### config.mk
export PLATFORM = sky130hd
export DESIGN_NAME = hazard_ctrl
export DESIGN_NICKNAME = d
export VERILOG_FILES = /design/src/rtl/hazard_ctrl_pkg.sv /design/src/rtl/hazard_ctrl_sat_counter.sv /design/src/rtl/hazard_ctrl.sv
export SDC_FILE = /design/constraint.sdc
export NUM_CORES = 1
export LEC_CHECK = 0
export ABC_AREA = 0
export CAP_MARGIN = 25
export CORE_ASPECT_RATIO = 1.4
export CORE_MARGIN = 2
export CORE_UTILIZATION = 55
export DETAILED_ROUTE_END_ITERATION = 10
export PLACE_DENSITY = 0.87
export SETUP_SLACK_MARGIN = 0.15
export SYNTH_ARGS = -nofsm -noshare
export SYNTH_HDL_FRONTEND = slang
export SYNTH_SLANG_ARGS = --single-unit
### constraint.sdc
create_clock -name clk -period 5.1 [get_ports clk]
set_clock_uncertainty 0.15 [all_clocks]
set_input_delay 1.02 -clock clk [delete_from_list [all_inputs] [get_ports clk]]
set_output_delay 1.02 -clock clk [all_outputs]
set_load 0.005 [all_outputs]
### src/rtl/hazard_ctrl_pkg.sv
// hazard_ctrl_pkg
//   Shared definitions for the pipeline hazard / stall controller:
//   - register-address and wait-timer widths
//   - memory-wait FSM state encoding
//   - pipeline-control bundle driven to the PC and pipeline registers
//   - canned control bundles for each decode outcome
//   - source-operand match helper used by the load-use check

package hazard_ctrl_pkg;

   localparam int unsigned REG_ADDR_WIDTH = 5;
   localparam int unsigned TIMER_WIDTH    = 16;

   typedef enum logic [1:0] {
      StRun     = 2'd0,
      StMemWait = 2'd1,
      StError   = 2'd2
   } state_t;

   typedef struct packed {
      logic pc_write;
      logic IFID_write;
      logic IF_flush;
      logic ID_flush;
      logic freeze;
   } pipe_ctrl_t;

   // Normal advance; also the forced decode while rst is high.
   localparam pipe_ctrl_t CTRL_ADVANCE = '{
      pc_write:   1'b1,
      IFID_write: 1'b1,
      IF_flush:   1'b0,
      ID_flush:   1'b0,
      freeze:     1'b0
   };

   // Whole pipeline held while data memory is busy or after a timeout.
   localparam pipe_ctrl_t CTRL_FREEZE = '{
      pc_write:   1'b0,
      IFID_write: 1'b0,
      IF_flush:   1'b0,
      ID_flush:   1'b0,
      freeze:     1'b1
   };

   // Taken branch: squash IF/ID and ID/EX, let the PC load the target.
   localparam pipe_ctrl_t CTRL_BRANCH = '{
      pc_write:   1'b1,
      IFID_write: 1'b1,
      IF_flush:   1'b1,
      ID_flush:   1'b1,
      freeze:     1'b0
   };

   // Load-use: hold PC and IF/ID, drop a bubble into ID/EX.
   localparam pipe_ctrl_t CTRL_LOAD_USE = '{
      pc_write:   1'b0,
      IFID_write: 1'b0,
      IF_flush:   1'b0,
      ID_flush:   1'b1,
      freeze:     1'b0
   };

   // True when an operand that is actually read matches the destination.
   function automatic logic src_match(input logic                      use_src,
                                      input logic [REG_ADDR_WIDTH-1:0] rs,
                                      input logic [REG_ADDR_WIDTH-1:0] rd);
      return use_src && (rs == rd);
   endfunction

endpackage

### src/rtl/hazard_ctrl_sat_counter.sv
// sat_counter
//   Saturating up-counter. Counts one per cycle while inc is high and
//   sticks at all-ones instead of wrapping. clr has priority over inc.
//
//   Ports
//     clk   : rising-edge clock
//     clr   : synchronous clear to zero
//     inc   : add one this cycle (ignored once saturated)
//     count : current value

module sat_counter #(
   parameter int unsigned WIDTH = 16
) (
   input  logic             clk,
   input  logic             clr,
   input  logic             inc,
   output logic [WIDTH-1:0] count
);

   localparam logic [WIDTH-1:0] MAX_VAL = '1;

   always_ff @(posedge clk) begin
      if (clr) begin
         count <= '0;
      end else if (inc && (count != MAX_VAL)) begin
         count <= count + WIDTH'(1);
      end
   end

endmodule

### src/rtl/hazard_ctrl.sv
// hazard_ctrl
//   Pipeline hazard and stall controller. Each cycle it decides whether the
//   pipeline advances, stalls for a load-use dependency, flushes for a taken
//   branch, or freezes while data memory is busy. A small FSM tracks how long
//   memory has been stalling and latches a sticky error after MEM_TIMEOUT
//   wait cycles. Three saturating counters record stalls, flushes and waits.
//
//   Parameters
//     CNT_WIDTH   : width of each performance counter
//     MEM_TIMEOUT : wait-timer value at which a continuing stall becomes an
//                   error (1 .. 2^16-1)
//
//   Ports
//     clk, rst          : clock, synchronous active-high reset
//     IFID_rs1/rs2      : source registers of the instruction in ID
//     IFID_use_rs1/rs2  : that instruction actually reads rs1 / rs2
//     IDEX_rd           : destination of the instruction in EX
//     IDEX_MemRead      : the instruction in EX is a load
//     EX_branch_taken   : branch/jump resolved taken in EX
//     mem_req/mem_ready : MEM-stage data-memory handshake
//     pc_write          : PC update enable
//     IFID_write        : IF/ID load enable
//     IF_flush          : clear IF/ID
//     ID_flush          : clear ID/EX (bubble)
//     freeze            : hold ID/EX, EX/MEM, MEM/WB
//     mem_err           : sticky memory-timeout error
//     stall_cnt         : load-use stall cycles
//     flush_cnt         : branch-flush events
//     wait_cnt          : memory-wait cycles (excluding the error state)

module hazard_ctrl
   import hazard_ctrl_pkg::*;
#(
   parameter int unsigned CNT_WIDTH   = 16,
   parameter int unsigned MEM_TIMEOUT = 255
) (
   input  logic                      clk,
   input  logic                      rst,
   input  logic [REG_ADDR_WIDTH-1:0] IFID_rs1,
   input  logic [REG_ADDR_WIDTH-1:0] IFID_rs2,
   input  logic                      IFID_use_rs1,
   input  logic                      IFID_use_rs2,
   input  logic [REG_ADDR_WIDTH-1:0] IDEX_rd,
   input  logic                      IDEX_MemRead,
   input  logic                      EX_branch_taken,
   input  logic                      mem_req,
   input  logic                      mem_ready,
   output logic                      pc_write,
   output logic                      IFID_write,
   output logic                      IF_flush,
   output logic                      ID_flush,
   output logic                      freeze,
   output logic                      mem_err,
   output logic [CNT_WIDTH-1:0]      stall_cnt,
   output logic [CNT_WIDTH-1:0]      flush_cnt,
   output logic [CNT_WIDTH-1:0]      wait_cnt
);

   localparam logic [TIMER_WIDTH-1:0] TIMEOUT_VAL = TIMER_WIDTH'(MEM_TIMEOUT);

   state_t                 state_q;
   logic [TIMER_WIDTH-1:0] timer_q;

   logic       lu_hazard;
   logic       mem_stall;
   pipe_ctrl_t ctrl;
   logic       stall_inc;
   logic       flush_inc;
   logic       wait_inc;

   // ------------------------------------------------------------------
   // Condition terms
   // ------------------------------------------------------------------

   // x0 is hard-wired zero, so a load targeting it never creates a hazard.
   assign lu_hazard = IDEX_MemRead && (IDEX_rd != '0) &&
                      (src_match(IFID_use_rs1, IFID_rs1, IDEX_rd) ||
                       src_match(IFID_use_rs2, IFID_rs2, IDEX_rd));

   // A request completed in the same cycle is not a stall.
   assign mem_stall = mem_req && !mem_ready;

   // ------------------------------------------------------------------
   // Output decode: freeze > branch > load-use > advance
   // ------------------------------------------------------------------
   always_comb begin
      ctrl      = CTRL_ADVANCE;
      stall_inc = 1'b0;
      flush_inc = 1'b0;
      if (rst) begin
         ctrl = CTRL_ADVANCE;
      end else if (mem_stall || (state_q == StError)) begin
         // Branch and hazard inputs are ignored here; EX and ID are held,
         // so they are presented again once the freeze lifts.
         ctrl = CTRL_FREEZE;
      end else if (EX_branch_taken) begin
         // Overrides load-use: the dependent instruction is squashed anyway.
         ctrl      = CTRL_BRANCH;
         flush_inc = 1'b1;
      end else if (lu_hazard) begin
         ctrl      = CTRL_LOAD_USE;
         stall_inc = 1'b1;
      end
   end

   assign pc_write   = ctrl.pc_write;
   assign IFID_write = ctrl.IFID_write;
   assign IF_flush   = ctrl.IF_flush;
   assign ID_flush   = ctrl.ID_flush;
   assign freeze     = ctrl.freeze;

   // Cycles spent frozen in the error state are not memory waits.
   assign wait_inc = ctrl.freeze && (state_q != StError);

   // ------------------------------------------------------------------
   // Memory-wait FSM with timeout
   // ------------------------------------------------------------------
   always_ff @(posedge clk) begin
      if (rst) begin
         state_q <= StRun;
         timer_q <= '0;
         mem_err <= 1'b0;
      end else begin
         unique case (state_q)
            StRun: begin
               if (mem_stall) begin
                  state_q <= StMemWait;
                  timer_q <= TIMER_WIDTH'(1);
               end
            end
            StMemWait: begin
               if (!mem_stall) begin
                  // Either memory answered or the request was withdrawn.
                  state_q <= StRun;
                  timer_q <= '0;
               end else if (timer_q == TIMEOUT_VAL) begin
                  state_q <= StError;
                  mem_err <= 1'b1;
               end else begin
                  timer_q <= timer_q + TIMER_WIDTH'(1);
               end
            end
            StError: begin
               // Terminal until reset.
               state_q <= StError;
            end
            default: begin
               state_q <= StRun;
               timer_q <= '0;
            end
         endcase
      end
   end

   // ------------------------------------------------------------------
   // Performance counters
   // ------------------------------------------------------------------
   sat_counter #(
      .WIDTH (CNT_WIDTH)
   ) u_stall_cnt (
      .clk   (clk),
      .clr   (rst),
      .inc   (stall_inc),
      .count (stall_cnt)
   );

   sat_counter #(
      .WIDTH (CNT_WIDTH)
   ) u_flush_cnt (
      .clk   (clk),
      .clr   (rst),
      .inc   (flush_inc),
      .count (flush_cnt)
   );

   sat_counter #(
      .WIDTH (CNT_WIDTH)
   ) u_wait_cnt (
      .clk   (clk),
      .clr   (rst),
      .inc   (wait_inc),
      .count (wait_cnt)
   );

endmodule

# Word-level counts from Yosys, hierarchy flattened

Index checks and enable logic that the tools add are counted.

Flip-flop bits (word level): 67
Bits of input ports: 23
Logic and storage cells: 59

Bitwise operators: 1
Add/sub/neg operators: 4
Reduce and logical (&&, ||, !) cells: 17
Mux-type cells: 19
Equality and inequality tests: 12

Operators with widths:

| kind                    | count |
|---|---|
| $add A16 B1 Y16 const B | 4 |
| $mux W16                | 3 |
| $ne A16 B16 Y1 const B  | 3 |
| $pmux W16 S3            | 1 |
| $mux W5                 | 4 |
| $eq A16 B8 Y1 const B   | 1 |
| $eq A5 B5 Y1            | 2 |
| $logic_and A1 B1 Y1     | 9 |
| $mux W1                 | 7 |
| $mux W2                 | 3 |
| $ne A3 B3 Y1 const B    | 2 |
| $pmux W2 S3             | 1 |
| $reduce_and A3 Y1       | 2 |
| $reduce_bool A5 Y1      | 1 |
| $ne A2 B2 Y1 const B    | 2 |
| $eq A2 B1 Y1 const B    | 1 |
| $eq A2 B2 Y1 const B    | 1 |
| $logic_not A2 Y1        | 1 |
| $logic_or A1 B1 Y1      | 2 |
| $reduce_and A2 Y1       | 1 |
| $logic_not A1 Y1        | 1 |
| $not A1 Y1              | 1 |

# Depth between registers and ports, before layout

Word-level depth: 10
Mapped depth: 7
Depth with buffers taken out: 6

# Hierarchy

A second synthesis with hierarchy kept.

Cells, all modules: 459
Area, all modules: 3,903.7 um2

Modules (own cells, without submodules):

| module      | sequential area each (um2) | instances | area each (um2) | cells each |
|---|---|---|---|---|
| sat_counter | 320.3                      | 3         | 848.3           | 99 |
| hazard_ctrl | 380.4                      | 1         | 1,358.8         | 162 |

# Least setup slack after synthesis

Ideal clock, no wire load.

Path type: input -> output
Start: in IDEX_rd[3]
End: out pc_write
Data arrival time: 2,349 ps
Stages: 7
Setup slack: 1,581 ps
Cells stage by stage: xor2_1 nor4_1 a32oi_1 clkbuf_1 o311ai_0 nand2b_1 buf_4

Longest elaborated chain between the ends: 8

Ends and longest elaborated chain:

| what                    | RTL line              | text |
|---|---|---|
| from (decl)             | hazard_ctrl.sv:43     | `input logic [REG_ADDR_WIDTH-1:0] IDEX_rd,` |
| $eq A5 B5 Y1            | hazard_ctrl_pkg.sv:68 | `return use_src && (rs == rd);` |
| $logic_and A1 B1 Y1     | hazard_ctrl_pkg.sv:68 |  |
| $logic_or A1 B1 Y1      | hazard_ctrl.sv:77     | `(src_match(IFID_use_rs1, IFID_rs1, IDEX_rd) \|\|` |
| $logic_and A1 B1 Y1 (*) | hazard_ctrl.sv:76     | `assign lu_hazard = IDEX_MemRead && (IDEX_rd != '0) &&` |
| $mux W5 (*)             | hazard_ctrl.sv:100    | `end else if (lu_hazard) begin` |
| $mux W5 (*)             | hazard_ctrl.sv:96     | `end else if (EX_branch_taken) begin` |
| $mux W5 (*)             | hazard_ctrl.sv:92     | `end else if (mem_stall \|\| (state_q == StError)) begin` |
| $mux W5 (*)             | hazard_ctrl.sv:90     | `if (rst) begin` |
| to (decl)               | hazard_ctrl.sv:48     | `output logic pc_write,` |

Every way passes the cells marked *; elsewhere a longest branch is shown, timed or not.

# Worst setup path in the final report

Start: in IDEX_rd[2]
End: out pc_write

Same word-level chain as after synthesis.

==> run summary <==
Hold Path Stages: 2
fill cell count: 528
multiplexer share of the synthesized area: 4.796%
Synth async-reset ratio: 0%
post-synthesis compound-gate area fraction: 10.21%
Peak supply drop: 0.1559 mV
library cell with the largest summed area after synthesis: sky130_fd_sc_hd__dfxtp_1
number of enable flip-flop cells after synthesis: 0
hold slack final: 0.3027 ns
Syn Area/Cell: 8.452 µm²
terminus of the critical flop-to-flop path: u_stall_cnt.count[11]
placed wire-length estimate: 6106 µm
Ant. Diodes: 0
Remaining Overflow, GRT: 0
Worst R2R Setup Slack: 2.63 ns
unrepaired setup endpoints after global routing: no
run status: complete, no violations
Arr. time, crit path: 3.25 ns
fraction of the mapped netlist area in adder cells: 1.380%
dominant combinational cell family by area after synthesis: simple AND/OR/NAND/NOR gates
netlist area before placement: 3626 µm²
maximum number of buffers from clock root to sink: 2
startpoint of the lowest-slack register-to-register path: state_q[0]
most frequent standard cell in the layout excluding fill and tap cells: sky130_fd_sc_hd__clkdlybuf4s50_1
top library cells by usage in the layout, fill and taps aside: sky130_fd_sc_hd__clkdlybuf4s50_1, sky130_fd_sc_hd__dfxtp_1, sky130_fd_sc_hd__nor2_1
Unique masters post-synth: 53
placed insts: 562
number of antenna violations at the first check in global routing: 0
fin crit period: 4.423 ns
period utilization: 86.72%
synth top area cells: sky130_fd_sc_hd__dfxtp_1, sky130_fd_sc_hd__xor2_1, sky130_fd_sc_hd__nor2_1
vias per std cell: 5.938
Max Cap Viol: 0
pin count of the biggest net entering global routing: 41
number of post-CTS setup repair buffers: 0
Worst Max-Slew Pin Slew: 0.7650 ns
category of the worst setup path capture point: primary output
parity-gate share of the synthesized area counting xor and xnor cells: 10.63%
layout overhead on the synthesized area: 26.67%
maximum clock frequency: 226.1 MHz
hold worst-path end: mem_err
post-DR wirelength/cell: 14.58 µm
number of buffer cells added on primary ports: 76
Critical Path Source Type: input pin
clock root buffer: sky130_fd_sc_hd__clkbuf_8
Chip Height: 100.1 µm
routability congestion estimate: 0.8727
critical-path maximum fanout: 3
global-route usage over all layers: 24.08%
register area share after synthesis: 36.99%
Iter 0 DRT Violations: 168
final cell count without fillers: 578
Total Negative Setup Slacks: 0 ns
number of setup violations in the final report: 0
total clock buffers created by CTS: 9
number of instances in the synthesized netlist: 429
share of the synthesized area in the top cell type: 36.99%
clock-pin slew on the worst setup and hold paths: 0.07 ns
die footprint: 7267 µm²
final-report max-slew violation count: 0
overall power: 1.039 mW
Rel. slew slack: 48.61%
ports placed on the boundary: 77
# clock sinks: 67
core box area: 6481 µm²
placement row count: 35
layout cell share with drive strength beyond 1: 7.540%
number of iterations in the first detailed-routing pass: 4
number of H-tree branching levels: 3
path type of the worst min-delay path: reg -> reg
Reg2Reg Depth: 5
final routed wirelength across all metal layers: 8426 µm
Power Dens Cells: 226.2 nW/µm²
hold wc startpoint: mem_err
vias in the first global route: 3295
final hold vios: 0
start-to-end type of the worst setup path: in -> out
Starting Density: 55.95%
post-synthesis share of cell area spent on and, or, nand and nor gates: 32.47%
first-pass GRT wire length: 14280 µm
Post-route DRC: 0
main flop type after synthesis: sky130_fd_sc_hd__dfxtp_1
post-route ant nets: 0
leakage dissipation: 1.555 nW
Ys Warns: 0
Die X-Extent: 72.62 µm
number of nets produced by synthesis: 456
clock tree from TritonCTS: built
post-cts gate resize count: 0
Nets: 526
count of hold-fix buffers inserted at cts: 0
number of storage elements in the synthesis netlist: 67
vias: 3432
Skew-Pair Late Insertion Delay: 0.34 ns
data required time of the worst path: 3.93 ns
[synth_stat cells, types with 3 or more instances]
master                      count
sky130_fd_sc_hd__or3_1         10
sky130_fd_sc_hd__a21oi_1       19
sky130_fd_sc_hd__dfxtp_1       67
sky130_fd_sc_hd__or4_1          8
sky130_fd_sc_hd__o211ai_1      10
sky130_fd_sc_hd__nor3_1        12
sky130_fd_sc_hd__mux2_2        11
sky130_fd_sc_hd__inv_1          8
sky130_fd_sc_hd__xor2_1        25
sky130_fd_sc_hd__and4_1         8
sky130_fd_sc_hd__ha_1           4
sky130_fd_sc_hd__o2111ai_1      3
sky130_fd_sc_hd__o31ai_1        4
sky130_fd_sc_hd__nor2_1        55
sky130_fd_sc_hd__nand3_1       17
sky130_fd_sc_hd__clkbuf_1      13
sky130_fd_sc_hd__nor2b_1       13
sky130_fd_sc_hd__o21ai_0       14
sky130_fd_sc_hd__nor4_1        11
sky130_fd_sc_hd__mux2i_1        5
sky130_fd_sc_hd__nand2_1       24
sky130_fd_sc_hd__xnor2_1       19
sky130_fd_sc_hd__a211oi_1       3
sky130_fd_sc_hd__and2_1         3
sky130_fd_sc_hd__nand4_1       17
sky130_fd_sc_hd__and3_1        13
[power by group]
part	internal (mW)	switching, mW
registers	0.526	0.00454
logic	0.0355	0.0376
clock network	0.237	0.199
total	0.798	0.241
[metal layers]
metal | part of all wire, % | global-route usage (%) | vias to the layer above | wire [µm]
met1 | 40 | 26.65 | 1608 | 3411
li1 | - | - | 1703 | -
met5 | 0 | 0 | - | 0
met2 | 53 | 42.73 | 99 | 4452
met3 | 4.5 | 5.924 | 22 | 377
met4 | 2.2 | 10.68 | 0 | 184
[how the worst max path moves through the flow]
stage	startpoint	endpoint	slack, ns
floorplan	IDEX_rd[3]	pc_write	1.58
CTS	IDEX_rd[2]	pc_write	0.71
global placement	IDEX_rd[3]	pc_write	0.76
detailed placement	IDEX_rd[2]	pc_write	0.71
finish	IDEX_rd[2]	pc_write	0.68
global route	IDEX_rd[2]	pc_write	0.51
[cell type report]
cell class | instances | area [µm²] | share of cell area (%)
Multi-Input combinational cell | 334 | 2157 | 46.96
Sequential cell | 67 | 1341 | 29.20
Timing Repair Buffer | 79 | 778.2 | 16.94
Clock buffer | 11 | 141.4 | 3.078
Tap cell | 74 | 92.59 | 2.016
Clock inverter | 5 | 52.55 | 1.144
Inverter | 8 | 30.03 | 0.6538
[worst max-delay path, cell delays in order]
cell	delay [ns]
sky130_fd_sc_hd__clkdlybuf4s50_1	0.48
sky130_fd_sc_hd__xor2_1	0.20
sky130_fd_sc_hd__nor4_1	0.31
sky130_fd_sc_hd__a32oi_1	0.20
sky130_fd_sc_hd__o311ai_0	0.44
sky130_fd_sc_hd__nand2b_1	0.13
sky130_fd_sc_hd__clkdlybuf4s50_1	0.46
[sequential cells by signal, indices dropped and copies added (netlist names)]
name               flops
u_wait_cnt.count      16
u_flush_cnt.count     16
timer_q               16
mem_err                1
u_stall_cnt.count     16
state_q                2
[per-stage QoR]
step	setup WS (ns)	util [%]	cell area, µm²
after CTS	0.7075	70.87	4593
after detailed placement	0.7119	67.88	4399
after global placement	0.7593	67.88	4399
after floorplan	1.581	-	3626
after global routing	0.5057	70.87	4593
final	0.6772	70.87	4593
[kinds of logic after synthesis]
family / Yosys count
compound gates: 59
xor+xnor: 44
fa+ha+maj: 4
buf+inv: 28
flops: 67
mux: 16
simple gates: 211
No activity file was read; power rests on OpenSTA's default activity.
